==> src/rtl/alarm_pkg.sv <==
// Shared definitions for the alarm scheduler: channel count, FSM encoding,
// default timing parameters and a counter-width helper.
package alarm_pkg;

    localparam int NUM_CH = 4;
    localparam int ID_W   = 2;

    localparam int DEF_SNOOZE_S   = 300;
    localparam int DEF_TIMEOUT_S  = 60;
    localparam int DEF_MAX_SNOOZE = 3;
    localparam int DEF_GAP_MS     = 100;
    localparam int DEF_BEEP_MS    = 100;

    localparam logic [1:0] ST_IDLE = 2'd0;
    localparam logic [1:0] ST_RING = 2'd1;
    localparam logic [1:0] ST_GAP  = 2'd2;

    // Bits needed to hold 0..max_val, never less than one.
    function automatic int cnt_w(input int max_val);
        return (max_val < 1) ? 1 : $clog2(max_val + 1);
    endfunction

endpackage

==> src/rtl/alarm_chan.sv <==
// One alarm channel: trigger edge detect, pending flag, snooze countdown and
// snooze counter. The top tells it when it is granted, ringing or snoozed.
module alarm_chan
    import alarm_pkg::*;
#(
    parameter int SNOOZE_S   = DEF_SNOOZE_S,
    parameter int MAX_SNOOZE = DEF_MAX_SNOOZE
) (
    input  logic clk_01,
    input  logic rst,
    input  logic tick_1hz,
    input  logic match,
    input  logic arm,
    input  logic ring_en,
    input  logic grant,
    input  logic ringing,
    input  logic snooze_req,
    output logic pending,
    output logic snoozed
);

    localparam int TMR_W  = cnt_w(SNOOZE_S);
    localparam int SCNT_W = cnt_w(MAX_SNOOZE);

    logic              trig_q, trig_d;
    logic              pending_q, pending_d;
    logic              snoozed_q, snoozed_d;
    logic [TMR_W-1:0]  timer_q, timer_d;
    logic [SCNT_W-1:0] scnt_q, scnt_d;
    logic              rise;

    always_comb begin
        trig_d    = match & arm;
        rise      = trig_d & ~trig_q;
        pending_d = pending_q;
        snoozed_d = snoozed_q;
        timer_d   = timer_q;
        scnt_d    = scnt_q;

        if (grant) begin
            pending_d = 1'b0;
        end
        if (snoozed_q && tick_1hz) begin
            if (timer_q <= TMR_W'(1)) begin
                timer_d   = '0;
                snoozed_d = 1'b0;
                pending_d = 1'b1;
            end else begin
                timer_d = timer_q - TMR_W'(1);
            end
        end
        // A snooze request past the allowance is simply a dismissal.
        if (snooze_req && (scnt_q < SCNT_W'(MAX_SNOOZE))) begin
            scnt_d    = scnt_q + SCNT_W'(1);
            snoozed_d = 1'b1;
            timer_d   = TMR_W'(SNOOZE_S);
        end
        if (rise && !pending_q && !ringing && !snoozed_q) begin
            pending_d = 1'b1;
            scnt_d    = '0;
        end
        if (!ring_en) begin
            pending_d = 1'b0;
        end
        // Disarm overrides everything, including a same-cycle snooze.
        if (!arm) begin
            pending_d = 1'b0;
            snoozed_d = 1'b0;
            timer_d   = '0;
            scnt_d    = '0;
        end
    end

    always_ff @(posedge clk_01 or negedge rst) begin
        if (!rst) begin
            trig_q    <= 1'b0;
            pending_q <= 1'b0;
            snoozed_q <= 1'b0;
            timer_q   <= '0;
            scnt_q    <= '0;
        end else begin
            trig_q    <= trig_d;
            pending_q <= pending_d;
            snoozed_q <= snoozed_d;
            timer_q   <= timer_d;
            scnt_q    <= scnt_d;
        end
    end

    assign pending = pending_q;
    assign snoozed = snoozed_q;

endmodule

==> src/rtl/alarm_scheduler.sv <==
// Four-channel alarm scheduler: fixed-priority arbiter, IDLE/RING/GAP FSM,
// button edge detection, ring timeout and beep timer.
module alarm_scheduler
    import alarm_pkg::*;
#(
    parameter int SNOOZE_S   = DEF_SNOOZE_S,
    parameter int TIMEOUT_S  = DEF_TIMEOUT_S,
    parameter int MAX_SNOOZE = DEF_MAX_SNOOZE,
    parameter int GAP_MS     = DEF_GAP_MS,
    parameter int BEEP_MS    = DEF_BEEP_MS
) (
    input  logic              clk_01,
    input  logic              rst,
    input  logic              tick_1hz,
    input  logic [NUM_CH-1:0] match,
    input  logic [NUM_CH-1:0] arm,
    input  logic              ring_en,
    input  logic              pulse_mode,
    input  logic              snooze_btn,
    input  logic              stop_btn,
    output logic              ring_active,
    output logic [ID_W-1:0]   ring_id,
    output logic [NUM_CH-1:0] led,
    output logic              buzz,
    output logic [NUM_CH-1:0] snoozed
);

    localparam int GAP_W  = cnt_w(GAP_MS);
    localparam int TMO_W  = cnt_w(TIMEOUT_S);
    localparam int BEEP_W = cnt_w(BEEP_MS);

    logic [1:0]        state_q, state_d;
    logic [ID_W-1:0]   ring_ch_q, ring_ch_d;
    logic [GAP_W-1:0]  gap_cnt_q, gap_cnt_d;
    logic [TMO_W-1:0]  tmo_q, tmo_d;
    logic [BEEP_W-1:0] beep_cnt_q, beep_cnt_d;
    logic              beep_ph_q, beep_ph_d;
    logic              stop_prev_q, snz_prev_q;

    logic [NUM_CH-1:0] pending, grant, ringing, snooze_req;
    logic [ID_W-1:0]   grant_id;
    logic              stop_rise, snz_rise, timeout;

    for (genvar i = 0; i < NUM_CH; i++) begin : g_chan
        assign ringing[i] = (state_q == ST_RING) && (ring_ch_q == ID_W'(i));
        alarm_chan #(
            .SNOOZE_S   (SNOOZE_S),
            .MAX_SNOOZE (MAX_SNOOZE)
        ) u_chan (
            .clk_01     (clk_01),
            .rst        (rst),
            .tick_1hz   (tick_1hz),
            .match      (match[i]),
            .arm        (arm[i]),
            .ring_en    (ring_en),
            .grant      (grant[i]),
            .ringing    (ringing[i]),
            .snooze_req (snooze_req[i]),
            .pending    (pending[i]),
            .snoozed    (snoozed[i])
        );
    end

    // Descending scan so the lowest pending index wins.
    always_comb begin
        grant_id = '0;
        for (int i = NUM_CH - 1; i >= 0; i--) begin
            if (pending[i]) grant_id = ID_W'(i);
        end
    end

    always_comb begin
        state_d    = state_q;
        ring_ch_d  = ring_ch_q;
        gap_cnt_d  = gap_cnt_q;
        tmo_d      = tmo_q;
        beep_cnt_d = beep_cnt_q;
        beep_ph_d  = beep_ph_q;
        grant      = '0;
        snooze_req = '0;
        stop_rise  = stop_btn & ~stop_prev_q;
        snz_rise   = snooze_btn & ~snz_prev_q;
        timeout    = 1'b0;

        case (state_q)
            ST_IDLE: begin
                if (ring_en && (|pending)) begin
                    state_d         = ST_RING;
                    ring_ch_d       = grant_id;
                    grant[grant_id] = 1'b1;
                    tmo_d           = '0;
                    beep_cnt_d      = '0;
                    beep_ph_d       = 1'b1;
                end
            end
            ST_RING: begin
                if (tick_1hz && (tmo_q != TMO_W'(TIMEOUT_S))) tmo_d = tmo_q + TMO_W'(1);
                timeout = tick_1hz && (tmo_q >= TMO_W'(TIMEOUT_S - 1));
                if (beep_cnt_q >= BEEP_W'(BEEP_MS - 1)) begin
                    beep_cnt_d = '0;
                    beep_ph_d  = ~beep_ph_q;
                end else begin
                    beep_cnt_d = beep_cnt_q + BEEP_W'(1);
                end
                // Stop wins over a simultaneous snooze or timeout.
                if (!arm[ring_ch_q] || stop_rise) begin
                    state_d = ST_GAP;
                end else if (snz_rise || timeout) begin
                    state_d               = ST_GAP;
                    snooze_req[ring_ch_q] = 1'b1;
                end
                if (state_d == ST_GAP) gap_cnt_d = '0;
            end
            ST_GAP: begin
                if (gap_cnt_q >= GAP_W'(GAP_MS - 1)) state_d = ST_IDLE;
                else gap_cnt_d = gap_cnt_q + GAP_W'(1);
            end
            default: state_d = ST_IDLE;
        endcase

        if (!ring_en) state_d = ST_IDLE;
    end

    always_ff @(posedge clk_01 or negedge rst) begin
        if (!rst) begin
            state_q     <= ST_IDLE;
            ring_ch_q   <= '0;
            gap_cnt_q   <= '0;
            tmo_q       <= '0;
            beep_cnt_q  <= '0;
            beep_ph_q   <= 1'b0;
            stop_prev_q <= 1'b0;
            snz_prev_q  <= 1'b0;
        end else begin
            state_q     <= state_d;
            ring_ch_q   <= ring_ch_d;
            gap_cnt_q   <= gap_cnt_d;
            tmo_q       <= tmo_d;
            beep_cnt_q  <= beep_cnt_d;
            beep_ph_q   <= beep_ph_d;
            stop_prev_q <= stop_btn;
            snz_prev_q  <= snooze_btn;
        end
    end

    // Gated by ring_en so dropping it silences outputs immediately.
    assign ring_active = ring_en && (state_q == ST_RING);
    assign ring_id     = ring_active ? ring_ch_q : '0;
    assign buzz        = ring_active && (!pulse_mode || beep_ph_q);
    assign led         = buzz ? (NUM_CH'(1) << ring_ch_q) : '0;

endmodule

==> config.mk <==
export PLATFORM = sky130hd
export DESIGN_NAME = alarm_scheduler
export DESIGN_NICKNAME = d
export VERILOG_FILES = /design/src/rtl/alarm_pkg.sv /design/src/rtl/alarm_chan.sv /design/src/rtl/alarm_scheduler.sv
export SDC_FILE = /design/constraint.sdc
export NUM_CORES = 1
export LEC_CHECK = 0
export BUFFER_PORTS_ARGS = -buffer_cell sky130_fd_sc_hd__buf_2
export CAP_MARGIN = 20
export CELL_PAD_IN_SITES_DETAIL_PLACEMENT = 1
export CELL_PAD_IN_SITES_GLOBAL_PLACEMENT = 2
export CORE_MARGIN = 4
export CORE_UTILIZATION = 39
export DETAILED_ROUTE_END_ITERATION = 16
export GPL_ROUTABILITY_DRIVEN = 0
export PLACE_DENSITY_LB_ADDON = 0.1
export SETUP_SLACK_MARGIN = 0.3
export SYNTH_ARGS = -nofsm -noshare
export SYNTH_HDL_FRONTEND = slang
export SYNTH_SLANG_ARGS = --single-unit
==> constraint.sdc <==
create_clock -name clk_01 -period 2.4 [get_ports clk_01]
set_input_delay 0.24 -clock clk_01 [delete_from_list [all_inputs] [get_ports clk_01]]
set_output_delay 0.24 -clock clk_01 [all_outputs]
set_load 0.05 [all_outputs]
==> flow_metrics.py, run 1 <==
metrics = {
    "sta": {
        "slew_headroom_pct": 62.0,
        "fin_skew_ps": 4.75,
        "fin_ws_ps": 350,
        "hold_viol_final": 0,
        "drv_slew": 0,
        "setup_viol": 0,
        "rsz0062_at_grt": "true",
        "holdWs_ps": 26.9,
        "setup_tns_ps": 0,
        "worstMarginPinSlew_ps": 569,
        "finalCritPeriodShare_pct": 85.4,
        "min_period_ps": 2050,
        "fmax_mhz": 488,
    },
    "synth": {
        "synth_warnings": 0,
        "ys_top_cells_by_area": "dfrtp_1 44%, nand2_1 5.2%, ha_1 5.0%",
        "ys_ff_latch": 83,
        "yosysSeqAreaShare_pct": 43.7,
        "synth-edff-count": 0,
        "synth_top_area_share_pct": 43.7,
        "syn-num-nets": 555,
        "synthCells": 521,
        "synth_area_per_cell_um2": 9.11,
        "ys_types": 71,
        "synth_area_mm2": 0.00475,
        "ys_async_sr_fraction_pct": 100,
        "yosys.area.top_type": "dfrtp_1",
        "synth_ff_type": "dfrtp_1",
    },
    "floorplanning": {
        "io_pins": 27,
        "fp.coreArea_mm2": 0.0120,
        "initial_utilization_pct": 39.7,
        "dieArea_mm2": 0.0140,
        "dieHeight_um": 118,
        "die_x_um": 118,
        "fp-row-count": 40,
    },
    "cts": {
        "cts.htree.levels": 3,
        "clockBufferDepth": 2,
        "clkSinkCount": 83,
        "clk_pin_slew_ps": 60,
        "insertion_delay_ps": 340,
        "root_buffer": "clkbuf_16",
        "cts_tree": "built",
        "numCtsBuffers": 9,
    },
    "route": {
        "firstDrtPassIters": 4,
        "ant_nets": 0,
        "vias": 3965,
        "drt_wl_total_um": 12400,
        "viasPerCell": 5.62,
        "drt_iter0_drc": 165,
        "wire_per_inst_um": 17.5,
        "drc": 0,
    },
    "grt": {
        "antenna_found_initial": 0,
        "track_usage_pct": 18.6,
        "grt_pass1_wl_um": 21000,
        "gr-total-overflow": 0,
        "first_global_vias": 4222,
        "grt_start_max_net_pins": 38,
    },
    "placed_design": {
        "place_inst": 687,
        "preCtsSetupSlack_ps": 178,
        "dp_hpwl_um": 9210,
        "post_dp_cell_area_mm2": 0.00510,
        "port_buffers": 26,
    },
    "setup_path": {
        "cp_slowest_cell": "dfrtp_1",
        "cpPeakStageDelay_ps": 390,
        "worstPathCellList": "inv_2 > ha_4 > and2_4 > o21ai_2 > nor3_4 > buf_6",
        "worst_setup_path_start_kind": "flop",
        "worstPathMaxFanout": 10,
        "path_class": "flop to primary output",
        "critPathTopFamily": "simple AND/OR/NAND/NOR gates",
        "crit_buf_inv": 2,
        "cp.arrival_ps": 1810,
        "required_ps": 2160,
        "endpoint_kind": "primary output",
    },
    "cells_and_area": {
        "fin_area_mm2": 0.00545,
        "diodes": 0,
        "layout.cells.non_filler": 705,
        "nNetsFinal": 590,
        "syn_to_final_growth_pct": 14.8,
        "drive_gt1_share_pct": 16.1,
    },
    "outcome": {
        "status": "complete, no violations",
    },
    "hold_path": {
        "hold_class": "input pin to flop",
    },
    "power": {
        "power_density_mw_per_mm2": 774,
        "leakage_nw": 2.50,
        "irDropWorstVdd_mv": 0.424,
    },
    "flow_run": {
        "maxCapViolCount": 0,
    },
}
-- cell type report --
| class | instances | area (µm²) |
|---|---|---|
| timing repair buffer | 43 | 289 |
| clock buffer | 13 | 250 |
| tap | 147 | 184 |
| inverter | 26 | 97.6 |
| fill | 1373 | 6510 |
| sequential | 83 | 2080 |
| multi-input combinational | 393 | 2550 |
-- metal layers --
metal | vias up | routed length [µm] | GRT usage (%)
li1 | 1934 | - | -
met1 | 1983 | 5780 | 23.2
met2 | 34 | 6170 | 32.7
met3 | 14 | 227 | 2.78
met4 | 0 | 181 | 6.37
met5 | - | 0 | 0
-- synth_stat cells, types with 5 or more instances --
cell type	count
xor2_1	7
dfrtp_1	83
xnor2_1	6
a21oi_1	26
nor2b_1	6
nand3_1	33
nand4_1	5
mux2i_1	6
a22o_1	5
o21ai_0	28
clkbuf_1	7
nor3_1	21
or4_1	8
ha_1	19
and2_1	7
and3_1	7
nor2_1	48
a31oi_1	5
inv_1	26
buf_4	7
nor4_1	6
nand2_1	66
nand2b_1	7
or3_1	7
-- repair_timing --
| action | CTS | global route |
|---|---|---|
| gates cloned | 0 | 0 |
| setup endpoints to repair | 19 | 24 |
| endpoints found under the hold margin | 26 | 0 |
| buffers inserted | 0 | 4 |
| gates resized for setup | 9 | 7 |
| pin swaps | 0 | 2 |
| hold buffers | 1 | 0 |
-- through the flow --
step,power (mW),utilization (%)
2_1_floorplan,2.62,-
3_3_place_gp,2.90,42.6
3_5_place_dp,2.95,42.6
4_1_cts,4.22,45.1
5_1_grt,4.50,45.6
6_report,4.22,45.6
-- logic make-up after synthesis --
group	count (synthesis)	synth area share, %
adders and majority gates	19	5.01
AOI/OAI and AO/OA	109	15.7
buffers and inverters	45	4.35
xor gates and xnor gates	13	2.40
muxes	9	2.21
DFF	83	43.7
and+or+nand+nor	243	26.6
-- path summary, 6_finish.rpt --
path | slack, ps | to | from | cells after the start
max in group asynchronous | 1400 | g_chan[0].u_chan.timer_q[5] | rst | 3
setup / recovery | 350 | led[0] | state_q[1] | 6
setup reg to reg | 400 | g_chan[0].u_chan.timer_q[1] | ring_ch_q[0] | 5
hold reg to reg | 510 | g_chan[1].u_chan.scnt_q[1] | g_chan[1].u_chan.scnt_q[1] | 2
min in group asynchronous | 370 | g_chan[2].u_chan.timer_q[1] | rst | 2
hold / removal | 30 | snz_prev_q | snooze_btn | 1
-- where the power goes --
part	switching [mW]	internal, mW
Clock	0.528	0.713
Combinational	0.649	0.482
Sequential	0.258	1.59
-- sequential cells by signal, summed over array words and instances (netlist names) --
name	cells
ring_ch_q	2
g_chan.u_chan.snoozed	4
snz_prev_q	1
g_chan.u_chan.pending	4
state_q	2
gap_cnt_q	7
tmo_q	6
stop_prev_q	1
beep_ph_q	1
g_chan.u_chan.scnt_q	8
beep_cnt_q	7
g_chan.u_chan.timer_q	36
g_chan.u_chan.trig_q	4
-- cell usage in the layout (no fill, tap or decap), types with 7 or more instances in the layout --
cell type | Yosys | final
nor2_1 | 48 | 44
nand2_1 | 66 | 66
or4_1 | 8 | 8
o21ai_0 | 28 | 27
or3_1 | 7 | 7
nand3_1 | 33 | 31
ha_1 | 19 | 18
nand2b_1 | 7 | 7
xor2_1 | 7 | 7
a21oi_1 | 26 | 26
nor3_1 | 21 | 20
inv_1 | 26 | 25
and3_1 | 7 | 7
clkbuf_16 | 0 | 9
buf_2 | 2 | 21
dfrtp_1 | 83 | 82
buf_4 | 7 | 19
No activity file was read; power rests on OpenSTA's default activity.
==> run 2: changes to the inputs <==
--- a/config.mk
+++ b/config.mk
@@ -5,16 +5,17 @@
 export SDC_FILE = /design/constraint.sdc
 export NUM_CORES = 1
 export LEC_CHECK = 0
+export ABC_AREA = 1
 export BUFFER_PORTS_ARGS = -buffer_cell sky130_fd_sc_hd__buf_2
-export CAP_MARGIN = 20
 export CELL_PAD_IN_SITES_DETAIL_PLACEMENT = 1
 export CELL_PAD_IN_SITES_GLOBAL_PLACEMENT = 2
 export CORE_MARGIN = 4
-export CORE_UTILIZATION = 39
+export CORE_UTILIZATION = 37
 export DETAILED_ROUTE_END_ITERATION = 16
 export GPL_ROUTABILITY_DRIVEN = 0
 export PLACE_DENSITY_LB_ADDON = 0.1
 export SETUP_SLACK_MARGIN = 0.3
+export SKIP_LAST_GASP = 1
 export SYNTH_ARGS = -nofsm -noshare
 export SYNTH_HDL_FRONTEND = slang
 export SYNTH_SLANG_ARGS = --single-unit
==> flow_metrics.py, run 2 <==
metrics = {
    "cts": {
        "cts.htree.levels": 3,
        "clockBufferDepth": 2,
        "clkSinkCount": 83,
        "insertion_delay_ps": 350,
        "clk_pin_slew_ps": 70,
        "root_buffer": "clkbuf_16",
        "numCtsBuffers": 9,
        "cts_tree": "built",
    },
    "sta": {
        "drv_slew": 0,
        "fin_ws_ps": 364,
        "finalCritPeriodShare_pct": 84.8,
        "slew_headroom_pct": 60.7,
        "rsz0062_at_grt": "false",
        "worstMarginPinSlew_ps": 589,
        "min_period_ps": 2040,
        "setup_viol": 0,
        "setup_tns_ps": 0,
        "fmax_mhz": 491,
        "holdWs_ps": 18.9,
        "hold_viol_final": 0,
        "fin_skew_ps": 5.12,
    },
    "floorplanning": {
        "fp.coreArea_mm2": 0.0140,
        "dieHeight_um": 128,
        "die_x_um": 128,
        "fp-row-count": 43,
        "io_pins": 27,
        "dieArea_mm2": 0.0165,
        "initial_utilization_pct": 38.1,
    },
    "placed_design": {
        "preCtsSetupSlack_ps": 292,
        "post_dp_cell_area_mm2": 0.00565,
        "port_buffers": 26,
        "dp_hpwl_um": 10100,
        "place_inst": 894,
    },
    "cells_and_area": {
        "final_common_cell": "nand2_1",
        "nNetsFinal": 771,
        "diodes": 0,
        "seqCellArea_mm2": 0.00208,
        "layout.cells.non_filler": 922,
        "fillers": 1727,
        "fin_area_mm2": 0.00612,
        "regMostFlops": "g_chan.u_chan.timer_q",
        "multiInputGateArea_mm2": 0.00292,
        "syn_to_final_growth_pct": 14.2,
        "drive_gt1_share_pct": 14.7,
        "most-common-layout-cells": "196 x nand2_1, 83 x nor2_1, 82 x dfrtp_1, 68 x inv_1, 51 x nand4_1",
        "largest_reg_flops": 36,
        "final_util_pct": 43.6,
        "top_regs": "g_chan.u_chan.timer_q x36, g_chan.u_chan.scnt_q x8",
    },
    "route": {
        "viasPerCell": 5.09,
        "drt_iter0_drc": 184,
        "ant_nets": 0,
        "drc": 0,
        "vias": 4691,
        "drt_wl_total_um": 14200,
        "firstDrtPassIters": 4,
        "wire_per_inst_um": 15.4,
    },
    "synth": {
        "synth.most_common_cell": "nand2_1",
        "synth_warnings": 0,
        "synth_fa_ha_area_share_pct": 4.44,
        "synthMuxAreaShare_pct": 0,
        "yosysSeqAreaShare_pct": 38.8,
        "synth_top_area_share_pct": 38.8,
        "synth_common_cells": "197 x nand2_1, 84 x nor2_1, 83 x dfrtp_1",
        "synth-edff-count": 0,
        "ys_top_cells_by_area": "dfrtp_1 39%, nand2_1 14%, nand4_1 6.0%",
        "ys_types": 40,
        "synth_area_mm2": 0.00535,
        "synthXorXnorAreaFrac_pct": 3.93,
        "synth_compound_area_share_pct": 5.82,
        "syn-num-nets": 742,
        "synthCells": 708,
        "synth-simple-area-share_pct": 38.3,
        "synth_area_per_cell_um2": 7.56,
        "yosys.area.top_type": "dfrtp_1",
        "synth_ff_type": "dfrtp_1",
        "ys_async_sr_fraction_pct": 100,
        "synth_top_family_by_area": "simple AND/OR/NAND/NOR gates",
        "ys_ff_latch": 83,
    },
    "grt": {
        "antenna_found_initial": 0,
        "grt_pass1_wl_um": 24000,
        "track_usage_pct": 18.1,
        "grt_start_max_net_pins": 49,
        "gr-total-overflow": 0,
        "first_global_vias": 4870,
    },
    "power": {
        "irDropWorstVdd_mv": 0.375,
        "leakage_nw": 3.14,
        "p_total_mw": 5.65,
        "power_density_mw_per_mm2": 923,
    },
    "outcome": {
        "status": "complete, no violations",
    },
    "setup_path": {
        "cp.arrival_ps": 1800,
        "worstPathMaxFanout": 4,
        "endpoint_kind": "primary output",
        "worst_setup_path_start_kind": "flop",
        "path_class": "flop to primary output",
        "required_ps": 2160,
    },
    "hold_path": {
        "hold_class": "input pin to flop",
    },
    "flow_run": {
        "maxCapViolCount": 0,
    },
}
-- run 2: cells by family (layout without fill, tap and decap cells) --
kind of cell    count (synthesis)  count (layout)
simple gates                  431             432
buf+inv                        99             132
flops                          83              83
compound gates                 52              52
xor+xnor                       24              24
fa+ha+maj                      19              19
-- run 2: routing by layer --
| layer | wire length [µm] | GRT usage (%) | share of wire, % | vias to the layer above |
|---|---|---|---|---|
| met5 | 0 | 0 | 0 | - |
| li1 | - | - | - | 2368 |
| met4 | 164 | 5.99 | 1.2 | 0 |
| met1 | 7020 | 24.1 | 49 | 2278 |
| met2 | 6730 | 30.4 | 47 | 35 |
| met3 | 270 | 2.38 | 1.9 | 10 |
-- run 2: path summary, 6_finish.rpt --
| check | from | end | slack (ps) | cells past startpoint |
|---|---|---|---|---|
| min | snooze_btn | snz_prev_q | 20 | 1 |
| min reg2reg | g_chan[0].u_chan.scnt_q[0] | g_chan[0].u_chan.scnt_q[0] | 490 | 1 |
| min in group asynchronous | rst | beep_cnt_q[2] | 400 | 2 |
| max | state_q[1] | led[3] | 360 | 7 |
| max in group asynchronous | rst | state_q[1] | 1310 | 3 |
| max reg2reg | state_q[0] | beep_cnt_q[3] | 450 | 9 |
-- run 2: area by class of cell --
cell class / count / share of cell area, %
inverters: 74 / 4.64
well taps: 180 / 3.68
flip-flops and latches: 83 / 34.0
clock buffers: 9 / 3.68
multi-input cells: 527 / 47.7
repair buffers: 42 / 4.81
clock inverters: 7 / 1.51
-- run 2: critical path, cell delays in order (launching register included) --
cell and delay, ps:
dfrtp_2 450, inv_2 90, ha_4 130, nand2_2 90, a21oi_4 170, inv_4 90
nor3_4 130, buf_2 290
-- run 2: power breakdown --
part	switching [mW]	internal, mW
Combinational	1.51	0.772
Sequential	0.252	1.58
Clock	0.623	0.909
-- run 2: what timing repair did --
action / CTS / global route
endpoints found under the hold margin: 36 / 0
cloned: 0 / 1
buffers inserted: 2 / 7
endpoints found under the setup margin: 6 / 18
resized for setup: 3 / 7
pin swaps: 0 / 3
hold buffers: 2 / 0
==> run 3: changes to the inputs <==
--- a/config.mk
+++ b/config.mk
@@ -5,12 +5,12 @@
 export SDC_FILE = /design/constraint.sdc
 export NUM_CORES = 1
 export LEC_CHECK = 0
-export ABC_AREA = 1
+export ABC_AREA = 0
 export BUFFER_PORTS_ARGS = -buffer_cell sky130_fd_sc_hd__buf_2
 export CELL_PAD_IN_SITES_DETAIL_PLACEMENT = 1
 export CELL_PAD_IN_SITES_GLOBAL_PLACEMENT = 2
 export CORE_MARGIN = 4
-export CORE_UTILIZATION = 37
+export CORE_UTILIZATION = 39
 export DETAILED_ROUTE_END_ITERATION = 16
 export GPL_ROUTABILITY_DRIVEN = 0
 export PLACE_DENSITY_LB_ADDON = 0.1
==> constraint.sdc (replaced) <==
create_clock -name clk_01 -period 1.89 [get_ports clk_01]
set_input_delay 0.189 -clock clk_01 [delete_from_list [all_inputs] [get_ports clk_01]]
set_output_delay 0.189 -clock clk_01 [all_outputs]
set_load 0.05 [all_outputs]
==> flow_metrics.py, run 3 (same netlist as run 1, synthesis figures left out) <==
metrics = {
    "grt": {
        "grt_start_max_net_pins": 37,
        "track_usage_pct": 21.5,
        "grt_pass1_wl_um": 24400,
        "first_global_vias": 4694,
        "antenna_found_initial": 0,
        "gr-total-overflow": 0,
    },
    "route": {
        "ant_nets": 0,
        "viasPerCell": 5.62,
        "firstDrtPassIters": 4,
        "drt_wl_total_um": 15600,
        "drc": 0,
        "wire_per_inst_um": 19.5,
        "drt_iter0_drc": 210,
        "vias": 4500,
    },
    "floorplanning": {
        "fp.coreArea_mm2": 0.0120,
        "dieArea_mm2": 0.0140,
        "io_pins": 27,
        "initial_utilization_pct": 39.7,
        "fp-row-count": 40,
        "die_x_um": 118,
        "dieHeight_um": 118,
    },
    "cts": {
        "clockBufferDepth": 2,
        "clkSinkCount": 83,
        "root_buffer": "clkbuf_16",
        "cts_tree": "built",
        "insertion_delay_ps": 340,
        "numCtsBuffers": 9,
        "clk_pin_slew_ps": 60,
        "cts.htree.levels": 3,
    },
    "power": {
        "p_int_mw": 4.46,
        "p_total_mw": 6.97,
        "p_switching_mw": 2.50,
        "p_clk_share_pct": 24.4,
        "combPwrFrac_pct": 42.5,
        "irDropWorstVdd_mv": 0.444,
        "leakage_nw": 3.17,
        "power_switching_share_pct": 35.9,
        "power_density_mw_per_mm2": 948,
        "p_seq_share_pct": 33.1,
    },
    "sta": {
        "setup_viol": 0,
        "slew_headroom_pct": 65.2,
        "rsz0062_at_grt": "true",
        "hold_viol_final": 0,
        "worstMarginPinSlew_ps": 515,
        "min_period_ps": 1860,
        "fin_skew_ps": 5.86,
        "setup_tns_ps": 0,
        "finalCritPeriodShare_pct": 98.5,
        "drv_slew": 0,
        "fmax_mhz": 537,
    },
    "outcome": {
        "status": "complete, no violations",
    },
    "placed_design": {
        "dp_hpwl_um": 9660,
        "port_buffers": 26,
    },
    "cells_and_area": {
        "syn_to_final_growth_pct": 54.7,
        "fillers": 1270,
        "most-common-layout-cells": "78 x buf_4, 74 x dfrtp_1, 55 x nand2_1, 27 x nor2_1, 25 x buf_6",
        "final_util_pct": 61.4,
        "regMostFlops": "g_chan.u_chan.timer_q",
        "drive_gt1_share_pct": 49.1,
        "diodes": 0,
        "largest_reg_flops": 36,
        "final_common_cell": "buf_4",
        "top_regs": "g_chan.u_chan.timer_q x36, g_chan.u_chan.scnt_q x8",
        "nNetsFinal": 684,
    },
    "setup_path": {
        "cp.arrival_ps": 1670,
        "worst_setup_path_start_kind": "flop",
        "worstPathMaxFanout": 5,
        "path_class": "flop to primary output",
        "endpoint_kind": "primary output",
        "required_ps": 1700,
    },
    "hold_path": {
        "hold_class": "input pin to flop",
    },
    "flow_run": {
        "maxCapViolCount": 0,
    },
}
## run 3: cell type report
cell class | instances | area (µm²) | share of cell area, %
Multi-Input combinational cell | 394 | 3480 | 47.4
Sequential cell | 83 | 2090 | 28.4
Timing Repair Buffer | 136 | 1210 | 16.4
Clock buffer | 13 | 270 | 3.68
Tap cell | 147 | 184 | 2.50
Inverter | 26 | 101 | 1.38
Clock inverter | 2 | 10.0 | 0.136
## run 3: repair_timing
| item | CTS | global route |
|---|---|---|
| setup endpoints to repair | 81 | 85 |
| cloned | 1 | 1 |
| hold buffers | 3 | 0 |
| gates resized for setup | 100 | 124 |
| hold endpoints to repair | 21 | 0 |
| setup buffers | 35 | 33 |
| pin swaps | 41 | 60 |
## run 3: final timing paths
check,to,cells after the start,from,slack [ps]
max,led[0],6,state_q[1],30
min,g_chan[1].u_chan.trig_q,2,match[1],70
max reg2reg,gap_cnt_q[0],6,ring_ch_q[0],30
min reg2reg,g_chan[1].u_chan.scnt_q[0],1,g_chan[1].u_chan.scnt_q[0],490
max in group asynchronous,g_chan[0].u_chan.pending,3,rst,1020
min in group asynchronous,tmo_q[2],2,rst,280
## run 3: power groups by stage
stage / Sequential [mW] / Combinational (mW) / Clock, mW
5_1_grt: 2.34 / 3.19 / 1.81
4_1_cts: 2.29 / 2.39 / 1.73
3_3_place_gp: 2.29 / 1.71 / 0
3_5_place_dp: 2.31 / 1.76 / 0
6_report: 2.30 / 2.96 / 1.70
2_1_floorplan: 2.28 / 1.20 / 0
## run 3: routing by layer
metal | vias up | global-route usage, % | share of wire [%]
met5 | - | 0 | 0
met4 | 0 | 7.03 | 1.5
met3 | 17 | 3.16 | 2.6
met2 | 63 | 37.0 | 51
met1 | 2276 | 27.7 | 44
li1 | 2144 | - | -
## run 3: per-stage QoR
step	instance area [µm²]	setup slack, ps	std cells	hold slack (ps)
floorplan	5040	66.5	521	-107
global placement	5540	31.5	713	113
detailed placement	5540	-29.5	713	112
CTS	6560	4.33	767	69.5
global route	7350	-53.6	801	72.0
finish	7350	27.5	801	71.6
## run 3: critical path, cell delays in order, from the launching register on
cell     delay, ps
dfrtp_1        390
inv_2           90
ha_4           190
and2_4         170
o21ai_4        120
nor3_4         180
buf_6          180
